<file path="config.mk">
export PLATFORM = sky130hd
export DESIGN_NAME = ram_arbiter_2port
export DESIGN_NICKNAME = d
export VERILOG_FILES = /design/src/rtl/ram_arbiter_2port.sv
export SDC_FILE = /design/constraint.sdc
export NUM_CORES = 1
export LEC_CHECK = 0
export CORE_MARGIN = 10
export CORE_UTILIZATION = 37
export DETAILED_ROUTE_END_ITERATION = 10
export MAX_ROUTING_LAYER = met4
export PLACE_DENSITY = 0.81
export RECOVER_POWER = 100
export SLEW_MARGIN = 20
export SYNTH_ARGS = -nofsm -noshare
export SYNTH_HDL_FRONTEND = slang
export SYNTH_SLANG_ARGS = --single-unit
</file>
<file path="constraint.sdc">
create_clock -name clk -period 1.7 [get_ports clk]
set_clock_uncertainty 0.05 [all_clocks]
set_input_delay 0.17 -clock clk [delete_from_list [all_inputs] [get_ports clk]]
set_output_delay 0.17 -clock clk [all_outputs]
set_load 0.02 [all_outputs]
</file>
<file path="src/rtl/ram_arbiter_2port.sv">
// ram_arbiter_2port: round-robin sharing of one 128x32 sync-write/async-read RAM between two requesters.
// Define RAM_ARB_FIXED_PRIO_EN for fixed priority (port 0 always wins contention).
module ram_arbiter_2port #(
  parameter int DATA_WIDTH = 32,
  parameter int ADDR_WIDTH = 7
) (
  input  logic                  clk,
  input  logic                  reset,
  input  logic                  req0,
  input  logic                  we0,
  input  logic [ADDR_WIDTH-1:0] addr0,
  input  logic [DATA_WIDTH-1:0] wdata0,
  output logic                  gnt0,
  input  logic                  req1,
  input  logic                  we1,
  input  logic [ADDR_WIDTH-1:0] addr1,
  input  logic [DATA_WIDTH-1:0] wdata1,
  output logic                  gnt1,
  output logic [DATA_WIDTH-1:0] rdata,
  output logic                  rvalid0,
  output logic                  rvalid1,
  output logic                  ram_we,
  output logic [ADDR_WIDTH-1:0] ram_addr,
  output logic [DATA_WIDTH-1:0] ram_d,
  input  logic [DATA_WIDTH-1:0] ram_q
);
  logic                  cmd_valid_q, cmd_valid_d;
  logic                  cmd_port_q, cmd_port_d;
  logic                  ram_we_q, ram_we_d;
  logic [ADDR_WIDTH-1:0] ram_addr_q, ram_addr_d;
  logic [DATA_WIDTH-1:0] ram_d_q, ram_d_d;
  logic [DATA_WIDTH-1:0] rdata_q, rdata_d;
  logic                  rvalid0_q, rvalid0_d;
  logic                  rvalid1_q, rvalid1_d;
`ifdef RAM_ARB_FIXED_PRIO_EN
  always_comb begin
    gnt0 = !reset && req0;
    gnt1 = !reset && req1 && !req0;
  end
`else
  logic last_q, last_d;
  // last_q = 1 means port 1 was granted last, so port 0 wins the next contention
  always_comb begin
    gnt0   = !reset && req0 && (!req1 || last_q);
    gnt1   = !reset && req1 && (!req0 || !last_q);
    last_d = gnt1 ? 1'b1 : gnt0 ? 1'b0 : last_q;
  end
  always_ff @(posedge clk) last_q <= reset ? 1'b1 : last_d;
`endif
  always_comb begin
    cmd_valid_d = gnt0 || gnt1;
    cmd_port_d  = gnt1;
    ram_we_d    = gnt1 ? we1 : (gnt0 && we0);
    ram_addr_d  = gnt1 ? addr1 : gnt0 ? addr0 : ram_addr_q;
    ram_d_d     = gnt1 ? wdata1 : gnt0 ? wdata0 : ram_d_q;
    rvalid0_d   = cmd_valid_q && !ram_we_q && !cmd_port_q;
    rvalid1_d   = cmd_valid_q && !ram_we_q && cmd_port_q;
    rdata_d     = (cmd_valid_q && !ram_we_q) ? ram_q : rdata_q;
  end
  always_ff @(posedge clk) begin
    if (reset) begin
      cmd_valid_q <= 1'b0;
      cmd_port_q  <= 1'b0;
      ram_we_q    <= 1'b0;
      ram_addr_q  <= '0;
      ram_d_q     <= '0;
      rdata_q     <= '0;
      rvalid0_q   <= 1'b0;
      rvalid1_q   <= 1'b0;
    end else begin
      cmd_valid_q <= cmd_valid_d;
      cmd_port_q  <= cmd_port_d;
      ram_we_q    <= ram_we_d;
      ram_addr_q  <= ram_addr_d;
      ram_d_q     <= ram_d_d;
      rdata_q     <= rdata_d;
      rvalid0_q   <= rvalid0_d;
      rvalid1_q   <= rvalid1_d;
    end
  end
  // a write sitting in stage C is squashed as soon as reset rises
  assign ram_we   = ram_we_q && !reset;
  assign ram_addr = ram_addr_q;
  assign ram_d    = ram_d_q;
  assign rdata    = rdata_q;
  assign rvalid0  = rvalid0_q;
  assign rvalid1  = rvalid1_q;
endmodule

</file>
==> metrics.md <==
| Metric | Value |
|---|---|
| Run status | complete, no violations |
| Slew Limit Fails | 0 |
| Final instance area | around 5300 µm² |
| Max_slew headroom | a little under three fifths |
| Post-Synthesis Cells | 345 |
| Vias in the first global route | ~3.5k |
| DRC marker count from the first detailed-route iteration | 155 |
| Largest net degree at the start of global routing | 48 |
| VDD IR max | 0.364 mV |
| # IOs | between 150 and 200 |
| TritonCTS Buffers | 9 |
| Slowest library cell on the worst path | dlygate4sd3_1 |
| Height of the die | roughly 110 µm |
| Ant. Diodes | 0 |
| Synthesis warning total | 0 |
| Share of cells above drive strength 1 | 6.98% |
| # DRC | 0 |
| Share of power burned in registers | between 40% and 50% |
| Clock latency on the worst-skew pair | 0.34 ns |
| Post-synth top area share | between 50 and 60% |
| Top cell family by delay on the critical path | buffers and inverters |
| Post-synth EDFFs | 0 |
| Max cap viols | 0 |
| Fmax | roughly 620 MHz |
| Synth cell types | 17 |
| Net Count, Synth | 461 |
| First-pass DRT Iterations | 4 |
| Via-to-Cell Ratio | 5.23 |
| Slowest stage delay, CP | approximately 0.7 ns |
| Chip Width | about 110 µm |
| RSZ-0062 raised after global routing | false |
| Worst Setup Start Kind | register |
| CTS H-tree depth | 3 |
| Num rows | 33 |
| Crit path max fanout | 2 |
| Setup Crit Path Kind | register to output port |
| Full die area | ~12000 µm² |
| Async set or reset register ratio after synthesis | 0% |
| Wire per inst | about 18 µm |
| Routed WL | around 12000 µm |
| Final Cycle Share | 94.7% |
| DP HPWL | approximately 8500 µm |
| CTS root buffer | clkbuf_8 |
| Routability cong. | around 0.85 |
| Area post-placement | just over 5000 µm² |
| Post-synthesis sequential element count | 77 |
| Post-layout nets | about 640 |
| Overflow after GRT | 0 |
| Initial antenna violation count | 0 |
| Synthesized area | 3080 µm² |
| Tightest Pin Transition | between 0.6 and 0.7 ns |
| Core area | slightly above 8000 µm² |
| PD cells | ~810 nW/µm² |
| Area grow syn2layout | 71.7% |
| NetSw | roughly 1.3 mW |
| Global-route usage over all layers | 18.3% |
| Fillers | between 600 and 700 |
| IO buf count | between 150 and 200 |
| Area contributors post-synth | dfxtp_1 50%, a221o_1 13%, a2111oi_0 11% |
| Final setup vio count | 0 |
| Worst Path Required | about 1.5 ns |
| Hold Fails Final Rpt | 0 |
| Design Power | around 4.3 mW |
| CP bufs+invs | 1 |
| Min cycle time layout | around 1.6 ns |
| Combinational share of power | a little under a quarter |
| Area leader, netlist | dfxtp_1 |
| Switch share | about 30% |
| Vias post-DR | around 3.3k |
| Clock group share of total power | between 20 and 30% |
| Setup slack after layout | 0.0908 ns |
| Top cells by count, synth | 77 x dfxtp_1, 65 x nand2_1, 39 x a2111oi_0, 39 x a221o_1, 39 x inv_1 |
| Clock tree buffer depth | 2 |
| Initial Util | a little under two fifths |
| Seq/Total Area, Yosys | between 50% and 60% |
| Worst-path clk slew | roughly 0.09 ns |
| Int Power | a little over 3 mW |
| Cell with the most instances after synthesis | dfxtp_1 |
| Setup Buffers After CTS | 0 |
| Prevailing post-synth register cell | dfxtp_1 |
| Syn Area/Cell | between 8 and 9 µm² |
| Crit-path cells | dlygate4sd3_1 |
| P_leak | around 2.2 nW |
| Type of the worst min-delay path | primary input to register |
| CP arrival | about 1.4 ns |
| CTS tree | yes |
| Antenna-violating nets left | 0 |
| Pre-CTS setup slack | -0.235 ns |
| CTS sink cnt | 77 |
| Global-route wire length before repair | about 18000 µm |
| WHS | slightly above 0.3 ns |
| Crit end category | output port |
-- logic make-up after synthesis --
kind of cell | share of synthesized area [%]
buffers and inverters | 9.92
DFF | 50.1
and+or+nand+nor | 10.6
AOI/OAI and AO/OA | 29.4
-- metrics by stage --
| step | setup TNS [ns] | util, % | std cells |
|---|---|---|---|
| global placement | -4.33 | 62.6 | 619 |
| detailed placement | -5.05 | 62.6 | 619 |
| floorplan | 0 | - | 345 |
| global route | 0 | 64.6 | 635 |
| finish | 0 | 64.6 | 635 |
| CTS | 0 | 64.8 | 635 |
-- path summary, 6_finish.rpt --
check	cells after the start	slack (ns)	start	end
hold reg to reg	1	0.37	cmd_port_q	rvalid0
hold / removal	3	0.31	reset	cmd_valid_q
setup / recovery	1	0.09	ram_d[18]	ram_d[18]
setup reg to reg	4	0.17	last_q	ram_d[24]
-- cell type report --
class,count,area (µm²),area share (%)
sequential,77,1540,29.2
clock buffer,9,124,2.34
timing repair buffer,208,2050,38.7
inverter,39,146,2.77
clock inverter,7,55.1,1.04
multi-input combinational,190,1240,23.5
tap,105,131,2.49
-- routing by layer --
layer,up-vias,track usage (%),wire (µm),part of all wire [%]
met1,1549,20.9,5060,44
met2,149,29.3,5350,46
met3,14,6.17,935,8.1
li1,1610,-,-,-
met5,-,-,0,0
met4,0,6.00,189,1.6
-- state kept, by name, indices dropped and copies added, names as in the netlist --
register     flops
cmd_port_q       1
cmd_valid_q      1
last_q           1
ram_addr         7
ram_d           32
ram_we_q         1
rdata           32
rvalid0          1
rvalid1          1
-- repair_timing --
| action | in CTS | in global routing |
|---|---|---|
| gates resized for setup | 3 | 3 |
| hold buffers | 0 | 0 |
| setup endpoints to repair | 3 | 1 |
-- cell usage in the layout (no fill, tap or decap), types with 4 or more instances in the layout --
cell	n
clkbuf_8	9
nand2_1	65
a21oi_1	32
a2111oi_0	39
inv_1	39
buf_4	12
a221o_1	39
clkdlybuf4s50_1	118
inv_6	4
dfxtp_1	77
dlygate4sd3_1	69
-- power groups by stage --
stage / clock, mW / combinational [mW] / sequential, mW
6_report: 1.27 / 1.03 / 2.01
5_1_grt: 1.37 / 1.10 / 2.02
4_1_cts: 1.31 / 1.08 / 2.01
3_5_place_dp: 0 / 1.08 / 2.05
3_3_place_gp: 0 / 1.06 / 2.05
2_1_floorplan: 0 / 0.288 / 2.20
No activity file was read; power rests on OpenSTA's default activity.
